### src/rtl/instr_fetch_stage.sv
// Instruction fetch stage: drives word fetches from a 22-bit pc into the IF/ID register,
// with a one-entry skid buffer for decode stalls, branch redirect and halt.
module instr_fetch_stage #(
    parameter logic [21:0] RESET_PC  = 22'h000000,
    parameter logic [31:0] NOP_INSTR = 32'h3000_0000
) (
    input  logic        clk,
    input  logic        rst_n,
    output logic [21:0] imem_addr,
    output logic        imem_re,
    input  logic        imem_rdy,
    input  logic [31:0] imem_data,
    input  logic        stall,
    input  logic        branch_taken,
    input  logic [21:0] branch_addr,
    input  logic        hlt,
    output logic [31:0] instr_ID,
    output logic [21:0] PC_ID,
    output logic        valid_ID
);

    typedef enum logic [1:0] {StFetch, StHold, StHalt} state_e;

    state_e      state_q, state_d;
    logic [21:0] pc_q, pc_d;
    logic [31:0] buf_instr_q, buf_instr_d;
    logic [21:0] buf_pc_q, buf_pc_d;
    logic        buf_valid_q, buf_valid_d;
    logic [31:0] instr_id_q, instr_id_d;
    logic [21:0] pc_id_q, pc_id_d;
    logic        valid_id_q, valid_id_d;

    logic redirect, halt_req, fetch_ok;

    // Branch and halt are ignored once halted; only reset leaves StHalt.
    assign redirect = branch_taken && (state_q != StHalt);
    assign halt_req = hlt && !branch_taken && (state_q != StHalt);
    assign fetch_ok = (state_q == StFetch) && imem_rdy;

    always_ff @(posedge clk) begin
        if (!rst_n) begin
            state_q <= StFetch;
        end else begin
            state_q <= state_d;
        end
    end

    always_comb begin
        state_d = state_q;
        if (redirect) begin
            state_d = StFetch;
        end else if (halt_req) begin
            state_d = StHalt;
        end else begin
            unique case (state_q)
                StFetch: if (stall && imem_rdy) state_d = StHold;
                StHold:  if (!stall) state_d = StFetch;
                default: state_d = state_q;
            endcase
        end
    end

    always_comb begin
        imem_re   = rst_n && (state_q == StFetch);
        imem_addr = pc_q;
        instr_ID  = instr_id_q;
        PC_ID     = pc_id_q;
        valid_ID  = valid_id_q;
    end

    always_comb begin
        pc_d        = pc_q;
        buf_instr_d = buf_instr_q;
        buf_pc_d    = buf_pc_q;
        buf_valid_d = buf_valid_q;
        instr_id_d  = instr_id_q;
        pc_id_d     = pc_id_q;
        valid_id_d  = valid_id_q;
        if (redirect || halt_req) begin
            if (redirect) pc_d = branch_addr;
            buf_valid_d = 1'b0;
            instr_id_d  = NOP_INSTR;
            valid_id_d  = 1'b0;
        end else if (state_q == StHold) begin
            if (!stall) begin
                instr_id_d  = buf_instr_q;
                pc_id_d     = buf_pc_q;
                valid_id_d  = 1'b1;
                buf_valid_d = 1'b0;
            end
        end else if (state_q == StFetch) begin
            if (stall) begin
                if (imem_rdy) begin
                    buf_instr_d = imem_data;
                    buf_pc_d    = pc_q;
                    buf_valid_d = 1'b1;
                end
            end else if (fetch_ok) begin
                instr_id_d = imem_data;
                pc_id_d    = pc_q;
                valid_id_d = 1'b1;
            end else begin
                instr_id_d = NOP_INSTR;
                valid_id_d = 1'b0;
            end
            // Natural 22-bit wrap of the increment.
            if (fetch_ok) pc_d = pc_q + 22'd1;
        end
    end

    always_ff @(posedge clk) begin
        if (!rst_n) begin
            pc_q        <= RESET_PC;
            buf_instr_q <= 32'h0;
            buf_pc_q    <= 22'h0;
            buf_valid_q <= 1'b0;
            instr_id_q  <= NOP_INSTR;
            pc_id_q     <= 22'h0;
            valid_id_q  <= 1'b0;
        end else begin
            pc_q        <= pc_d;
            buf_instr_q <= buf_instr_d;
            buf_pc_q    <= buf_pc_d;
            buf_valid_q <= buf_valid_d;
            instr_id_q  <= instr_id_d;
            pc_id_q     <= pc_id_d;
            valid_id_q  <= valid_id_d;
        end
    end

endmodule

### config.mk
export PLATFORM = sky130hd
export DESIGN_NAME = instr_fetch_stage
export DESIGN_NICKNAME = d
export VERILOG_FILES = /design/src/rtl/instr_fetch_stage.sv
export SDC_FILE = /design/constraint.sdc
export NUM_CORES = 1
export LEC_CHECK = 0
export BUFFER_PORTS_ARGS = -buffer_cell sky130_fd_sc_hd__buf_4
export CAP_MARGIN = 30
export CORE_AREA = 8 8 156 85
export CTS_CLUSTER_SIZE = 8
export DETAILED_ROUTE_END_ITERATION = 12
export DIE_AREA = 0 0 164 93
export PLACE_DENSITY = 0.88
export SLEW_MARGIN = 20
export SYNTH_ARGS = -nofsm -noshare
export SYNTH_HDL_FRONTEND = slang
export SYNTH_SLANG_ARGS = --single-unit
### constraint.sdc
create_clock -name clk -period 1.9 [get_ports clk]
set_clock_uncertainty 0.05 [all_clocks]
set_input_delay 0.38 -clock clk [delete_from_list [all_inputs] [get_ports clk]]
set_output_delay 0.38 -clock clk [all_outputs]
set_load 0.01 [all_outputs]
==> impl_metrics.csv <==
group,metric,value,unit
worst_setup_path,cp.required,2.14,ns
synthesis,async_flop_share,0,%
route,drtIter0Drc,494,
route,wl_met2,7247,um
route,highest_layer,"met4",
place,hpwlAfterDp,11950,um
timing,min_period_over_period,95.14,%
timing,fmax,553.2,MHz
synthesis,yosys.area.top_type,"dfxtp_1",
power,power,7.218,mW
synthesis,syn_nets,763,
synthesis,synthMuxAreaShare,4.189,%
timing,drv_slew,0,
cells_and_area,layout_commonest_cell,"buf_4",
worst_setup_path,critPathKind,"reg -> reg",
place,numPortBuffers,137,
worst_setup_path,cp_max_fo,7,
power,powerDensity,933.1,nW/um^2
cells_and_area,nets,903,
route,wl_met3,1914,um
grt,grt_max_degree,64,
grt,track_usage,22.48,%
synthesis,ys_types,50,
route,antenna_left,0,
grt,grt_pass1_vias,5207,
grt,grt_pass1_wl,27670,um
die,initial_core_util,51.52,%
clock_network,clkTransAtPathRegs,0.06,ns
worst_setup_path,cp_data_arrival_time,2.04,ns
cells_and_area,drive_gt1_share,27.40,%
grt,overflow,0,
die,die_w,164,um
die,core_area,11250,um^2
synthesis,ys_seq_elements,133,
synthesis,synth_simple_gate_area_share,21.12,%
clock_network,cts_root_buffer,"clkbuf_16",
timing,hold_violations,0,
cells_and_area,area_growth,33.51,%
synthesis,syn_inst,702,
synthesis,synth_flop_cell,"dfxtp_1",
route,num_vias,5723,
synthesis,synth_edf_count,0,
timing,setup_viol,0,
clock_network,clock_sinks,133,
worst_setup_path,critPathLaunchType,"register",
timing,maxSlewHeadroom,58.46,%
synthesis,yosysWarnings,0,
route,wl_per_cell,17.28,um
synthesis,avgSynthCellArea,8.254,um^2
timing,fin_hold_ws,0.1758,ns
route,m1WireLength,7942,um
status,status,"finished, final reports clean",
die,dieHeight,93,um
route,first_pass_iters,5,
route,wl,17350,um
die,io_pins,138,
power,p_leak,2.946,nW
worst_hold_path,hp-class,"in -> reg",
die,die-area,15250,um^2
clock_network,cts_made_buffers,17,
die,rows,28,
clock_network,clockBufferDepth,2,
power,max-vdd-ir-drop,532.2,uV
clock_network,post-cts-setup-buffers,0,
place,gp_congestion,0.8878,
clock_network,cts_tree,"done",
cells_and_area,antenna_cells,0,
grt,antenna_found_initial,0,
route,vias_per_cell,5.700,
synthesis,synth_top_area_share,45.95,%
worst_setup_path,worstSetupEndpointType,"register",
synthesis,synth_seq_area_share,45.95,%
cells_and_area,fillerInstances,937,
synthesis,synthAdderAreaFrac,0.2159,%
synthesis,netlist_area,5794,um^2
timing,fin_crit,1.808,ns
clock_network,clkLatencyLatePin,0.41,ns
synthesis,synth_top_family_by_area,"compound AO/OA/AOI/OAI gates",
run,cap_violations,0,
timing,tightest_slew,0.6232,ns
synthesis,synth_xor_area_share,0,%
cells_and_area,mostFrequentLayoutCells,"178 x buf_4, 132 x nand2_1, 131 x dfxtp_1",
synthesis,synth_compound_area_share,23.19,%
synthesis,yosys-top-cells-area,"dfxtp_1 46%, nand2_1 8.6%, a21oi_1 7.1%",
clock_network,htree_levels,4,
route,drcViolationCount,0,
[state kept, by name (all words and copies together), names as in the netlist]
register     cells
buf_instr_q     32
imem_addr       22
valid_ID         1
PC_ID           22
buf_pc_q        22
instr_ID        32
state_q          2
[Yosys cell counts (5+ instances only)]
cell	instances
nor2_1	61
a21oi_1	82
a22oi_1	31
buf_2	25
and2_0	5
nand3_1	18
clkbuf_1	30
mux2i_1	22
nor3_1	12
nand4_1	5
a211oi_1	52
nand2_1	132
o21ai_0	17
nor4_1	8
o21a_1	5
dfxtp_1	133
[power by group]
| group | internal (mW) | leakage, nW | switching (mW) |
|---|---|---|---|
| logic | 0.451 | 1.58 | 0.571 |
| clock network | 1.96 | 0.283 | 1.23 |
| registers | 2.91 | 1.08 | 0.0933 |
[layout make-up]
type	count	area (um^2)	share of cell area (%)
clock buffers	19	442.9	5.725
clock inverters	12	131.4	1.698
inverters	4	15.01	0.1941
multi-input cells	503	2864	37.02
flip-flops and latches	133	2668	34.48
well taps	150	187.7	2.426
repair buffers	183	1428	18.45
[worst paths after layout]
check	startpoint	to	slack (ns)	depth (start not counted)
setup / recovery	imem_addr[0]$_SDFFE_PN0P_	imem_addr[19]$_SDFFE_PN0P_	0.09	5
hold / removal	imem_data[8]	buf_instr_q[8]$_SDFFE_PN0P_	0.18	3
setup reg to reg	imem_addr[0]$_SDFFE_PN0P_	imem_addr[19]$_SDFFE_PN0P_	0.09	5
hold reg to reg	buf_pc_q[10]$_SDFFE_PN0P_	buf_pc_q[10]$_SDFFE_PN0P_	0.40	2
[metal layers]
metal / GRT usage (%) / vias to the layer above
met5: 0 / -
met4: 7.444 / 0
met3: 7.716 / 27
met2: 31.19 / 304
met1: 31.84 / 2602
li1: - / 2790
[worst max-delay path: stages, from the launching register on]
cell and delay, ns:
dfxtp_1 0.39, and4_2 0.29, nand2_1 0.24, nor4b_2 0.45, nor2_1 0.09, nand4b_1 0.17
[logic make-up after synthesis]
logic type      count (synthesis)
simple gates                  267
compound gates                211
flops                         133
buf+inv                        66
mux                            24
fa+ha+maj                       1
[per-stage QoR]
stage	instances	utilization [%]	TNS [ns]	area (um^2)	worst slack (ns)
after floorplan	702	-	0	5794	0.07848
after global placement	973	63.37	0	7127	0.09763
after detailed placement	973	63.37	0	7127	0.05564
after CTS	1004	68.48	0	7701	0.03811
after global routing	1004	68.79	-0.02924	7736	-0.01053
final	1004	68.79	0	7736	0.09243
[timing repair]
item | in CTS | in global routing
gates resized for setup | 0 | 8
endpoints found under the setup margin | 0 | 80
hold endpoints to repair | 0 | 0
hold buffers | 0 | 0
No activity file was read; power rests on OpenSTA's default activity.
